[src/rtl/instruction_fetch_unit.sv]
`default_nettype none
// +----------------------------------------------------------------------------+
// | Module : instruction_fetch_unit                                            |
// | Brief  : Fetch stage: PC, imem req/ack, IR latch, field decode, branching. |
// | Rev    : 1.0  initial release                                              |
// +----------------------------------------------------------------------------+
module instruction_fetch_unit #(
  parameter logic [31:0] RESET_PC  = 32'h0000_0000,
  parameter logic [5:0]  BUBBLE_OP = 6'b111111
) (
  input  logic        clk,
  input  logic        reset,
  output logic        imem_req,
  output logic [31:0] imem_addr,
  input  logic        imem_ack,
  input  logic [31:0] imem_rdata,
  input  logic        Branch,
  input  logic        Zero,
  input  logic [31:0] branch_offset,
  input  logic        stall,
  output logic        instr_valid,
  output logic [31:0] instr,
  output logic [5:0]  opcode,
  output logic [4:0]  rs,
  output logic [4:0]  rt,
  output logic [4:0]  rd,
  output logic [5:0]  funct,
  output logic [31:0] pc,
  output logic [31:0] pc_plus4
);

  localparam logic [31:0] C_RESET_PC_ALIGNED = RESET_PC & ~32'h3;

  typedef enum logic [0:0] {
    S_FETCH = 1'b0,
    S_EXEC  = 1'b1
  } state_e;

  state_e      state_q;
  logic [31:0] pc_q;
  logic [31:0] ir_q;
  logic        valid_q;

  logic [31:0] pc_plus4_d;
  logic [31:0] branch_target_d;
  logic [31:0] pc_d;

  assign pc_plus4_d      = pc_q + 32'd4;
  assign branch_target_d = pc_plus4_d + (branch_offset << 2);
  assign pc_d            = (Branch & Zero) ? branch_target_d : pc_plus4_d;

  always_ff @(posedge clk) begin
    if (reset) begin
      state_q <= S_FETCH;
      pc_q    <= C_RESET_PC_ALIGNED;
      ir_q    <= '0;
      valid_q <= 1'b0;
    end else begin
      case (state_q)
        S_FETCH: begin
          if (imem_ack) begin
            ir_q    <= imem_rdata;
            valid_q <= 1'b1;
            state_q <= S_EXEC;
          end
        end
        S_EXEC: begin
          // Branch inputs belong to the held instruction; only the release cycle counts.
          if (!stall) begin
            pc_q    <= pc_d;
            ir_q    <= '0;
            valid_q <= 1'b0;
            state_q <= S_FETCH;
          end
        end
        default: begin
          state_q <= S_FETCH;
          valid_q <= 1'b0;
        end
      endcase
    end
  end

  assign imem_req    = (state_q == S_FETCH) & ~reset;
  assign imem_addr   = pc_q;
  assign pc          = pc_q;
  assign pc_plus4    = pc_plus4_d;
  assign instr_valid = valid_q;

  // Bubble opcode with zeroed fields keeps the decoder's write/memory controls low.
  assign instr  = valid_q ? ir_q          : 32'h0;
  assign opcode = valid_q ? ir_q[31:26]   : BUBBLE_OP;
  assign rs     = valid_q ? ir_q[25:21]   : 5'd0;
  assign rt     = valid_q ? ir_q[20:16]   : 5'd0;
  assign rd     = valid_q ? ir_q[15:11]   : 5'd0;
  assign funct  = valid_q ? ir_q[5:0]     : 6'd0;

endmodule
`default_nettype wire

[config.mk]
export PLATFORM = sky130hd
export DESIGN_NAME = instruction_fetch_unit
export DESIGN_NICKNAME = d
export VERILOG_FILES = /design/src/rtl/instruction_fetch_unit.sv
export SDC_FILE = /design/constraint.sdc
export NUM_CORES = 1
export LEC_CHECK = 0
export BUFFER_PORTS_ARGS = -buffer_cell sky130_fd_sc_hd__buf_2
export CAP_MARGIN = 10
export CORE_MARGIN = 5
export CORE_UTILIZATION = 45
export DETAILED_ROUTE_END_ITERATION = 10
export PLACE_DENSITY = 0.78
export SLEW_MARGIN = 20
export SYNTH_ARGS = -nofsm -noshare
export SYNTH_HDL_FRONTEND = slang
export SYNTH_SLANG_ARGS = --single-unit
[constraint.sdc]
create_clock -name clk -period 3.9 [get_ports clk]
set_input_delay 0.39 -clock clk [delete_from_list [all_inputs] [get_ports clk]]
set_output_delay 0.39 -clock clk [all_outputs]
set_load 0.02 [all_outputs]
==> results.toml <==
[die]
core_mm2 = 0.0120
rows = 40
io_pins = 227
die_h_um = 121
die_w_um = 121
die-area_mm2 = 0.0146
initial_core_util = 0.460

[clock_network]
cts.clk_slew.worst_paths_ns = 0.06
cts_sinks = 64
cts_buffer_depth = 2
cts_tree = "done"
clock_latency_ns = 0.32
htreeDepth = 3
cts_buffers = 9
cts_root_buf = "clkbuf_16"

[pwr]
p_per_area_mw_per_mm2 = 295
cell_internal_pwr_mw = 1.45
p_leak_nw = 3.59
p_total_mw = 2.11
p_clk_frac = 0.408
switchingPower_mw = 0.659
combinationalPowerShare = 0.251
peakVddDrop_mv = 0.193
swShare = 0.312
power_frac_seq = 0.341

[status]
status = "complete, no violations"

[logic_synthesis]
synthFlopType = "dfxtp_1"
netlist_instances = 720
synth_area_per_cell_um2 = 7.68
async_flop_share = 0
ys_seq_elements = 64
synth_warnings = 0
synth_cell_types = 61
synth_area_mm2 = 0.00553
synth_edf_count = 0
ys_seq_area_frac = 0.232

[setup_path]
start_kind = "register"
max_stage_delay_ns = 0.38
crit_cells = 16
reg2reg_from = "imem_addr[18]$_SDFFE_PP0P_"
worstPathRequired_ns = 4.10
r2r_setup_slack_ns = 0.16
worst-path-buf-inv = 1
cp_max_fo = 5
r2r_cells = 16
path_cells = "nand4_1, buf_4, nor4_4, and3_4, nand2_2, xnor2_2, ha_4, a21o_1, o21ba_1, o221ai_2, a2111oi_0, or3_1, nand3_1, a21oi_2, mux2i_1, mux2_1"
worstSetupPathType = "register to register"
crit_path_end = "imem_addr[31]$_SDFFE_PP0P_"
reg2reg_to = "imem_addr[31]$_SDFFE_PP0P_"
crit_slowest_cell = "dfxtp_4"
setup.worst_path.start = "imem_addr[18]$_SDFFE_PP0P_"
end_kind = "register"
path_delay_family = "simple AND/OR/NAND/NOR gates"
cp.arrival_ns = 3.94

[timing]
clock.fmax_ghz = 0.267
tightest_slew_ns = 1.00
timing.final.ws_setup_ns = 0.159
final_hold_viol_count = 0
worst_slew_margin_rel = 0.328
setup_viol = 0
slew_violations = 0
finalSetupTns_ns = 0
clock_skew_ns = 0.00687
hold-worst-slack_ns = 0.316
period_share = 0.959
period_needed_ns = 3.74

[detailed_routing]
postRouteAntennaNets = 0
drt_iter0_markers = 584
avgViaCountPerCell = 5.47
firstDrtPassIters = 7
drc = 0
routedWlPerCell_um = 16.1
route.final.wire_length_um = 17100
via_count = 5814

[cells_and_area]
layout_commonest_cell = "buf_2"
final_area_mm2 = 0.00715
nNetsFinal = 1017
drive_gt1_frac = 0.385
syn_to_final_growth_pct = 29.4
n_fill_cell = 1101
diodes = 0
layout_common_cells = "buf_2 (218), nor2_1 (83), nand2_1 (54), a21oi_1 (54), buf_4 (52)"

[global_routing]
grt_overflow = 0
antenna_found_initial = 0
grt_pass1_wl_um = 26400
grt_pass1_vias = 5311
grt_max_degree = 41
grtUsageTotal = 0.218

[job]
max_cap_violations = 0

[placed_design]
gp_congestion = 0.954
place_hpwl_um = 13000
placement.io_buffers = 218
placed_area_mm2 = 0.00662
place_ws_ns = -0.00966

[min_path]
hp-class = "input port to register"
-- worst min-delay path by stage --
stage	from	slack [ns]	depth (start not counted)	to
6_report	imem_rdata[23]	0.32	3	ir_q[23]$_SDFFE_PP0P_
5_1_grt	imem_rdata[3]	0.32	3	ir_q[3]$_SDFFE_PP0P_
4_1_cts	imem_rdata[29]	0.31	3	ir_q[29]$_SDFFE_PP0P_
3_5_place_dp	ir_q[23]$_SDFFE_PP0P_	0.47	2	ir_q[23]$_SDFFE_PP0P_
3_3_place_gp	ir_q[8]$_SDFFE_PP0P_	0.47	2	ir_q[8]$_SDFFE_PP0P_
2_1_floorplan	ir_q[0]$_SDFFE_PP0P_	0.46	2	ir_q[0]$_SDFFE_PP0P_
-- synthesized netlist by cell type, drive strengths merged, types with 6 or more instances --
library cell | n | area [µm²]
a311oi | 6 | 52.6
xor2 | 15 | 131
a31oi | 8 | 50.1
nand4 | 15 | 115
nor3 | 16 | 85.1
clkbuf | 31 | 160
inv | 7 | 26.3
a22oi | 34 | 255
nand2 | 55 | 206
dfxtp | 64 | 1280
nand3 | 25 | 125
a21oi | 56 | 284
ha | 36 | 450
nand2b | 10 | 62.6
buf | 65 | 487
nor2 | 88 | 330
and2 | 37 | 233
a21o | 18 | 136
xnor2 | 35 | 307
and3 | 10 | 67.6
o21ai | 35 | 175
a211oi | 7 | 52.6
-- cells by family after synthesis --
| group | count (synthesis) | synth area share |
|---|---|---|
| mux | 3 | 0.00566 |
| compound gates | 191 | 0.234 |
| flops | 64 | 0.232 |
| xor+xnor | 50 | 0.0792 |
| other cells | 1 | 0.000678 |
| buf+inv | 103 | 0.122 |
| fa+ha+maj | 37 | 0.0851 |
| simple gates | 271 | 0.242 |
-- power groups by stage --
stage | Combinational (mW) | Sequential [mW] | Clock (mW)
floorplan | 0.364 | 0.737 | 0
finish | 0.529 | 0.718 | 0.861
CTS | 0.515 | 0.717 | 0.877
global route | 0.576 | 0.723 | 0.907
global placement | 0.507 | 0.729 | 0
detailed placement | 0.513 | 0.730 | 0
-- routing by layer --
layer | GRT usage | share of wire | vias up
met4 | 0.0496 | 0.012 | 0
met1 | 0.304 | 0.44 | 2677
met5 | 0 | 0 | -
met2 | 0.363 | 0.48 | 240
li1 | - | - | 2881
met3 | 0.0239 | 0.064 | 16
-- metrics by stage --
step	cells	utilization
floorplan	725	-
global placement	1041	0.551
detailed placement	1041	0.551
CTS	1057	0.578
global route	1062	0.595
finish	1062	0.595
-- flip-flops by register name, indices dropped and copies added (netlist names) --
register	cells
state_q	1
imem_addr	30
instr_valid	1
ir_q	32
-- cell type report --
| type | count | area (µm²) | area share |
|---|---|---|---|
| flip-flops and latches | 64 | 1310 | 0.183 |
| inverters | 7 | 26.3 | 0.00367 |
| clock buffers | 11 | 264 | 0.0369 |
| clock inverters | 5 | 62.6 | 0.00875 |
| well taps | 147 | 184 | 0.0257 |
| multi-input cells | 558 | 3820 | 0.534 |
| repair buffers | 270 | 1480 | 0.207 |
-- timing repair --
action                     in CTS  in global routing
setup endpoints to repair       1                  7
pin swaps                       0                 11
resized for setup               2                 34
buffers inserted                0                  5
hold buffers                    0                  0
-- worst min-delay path, stage by stage --
cell	delay, ns
buf_2	0.07
a22oi_1	0.06
nor2_1	0.07
Note: power is estimated with default switching activity, not from simulation.
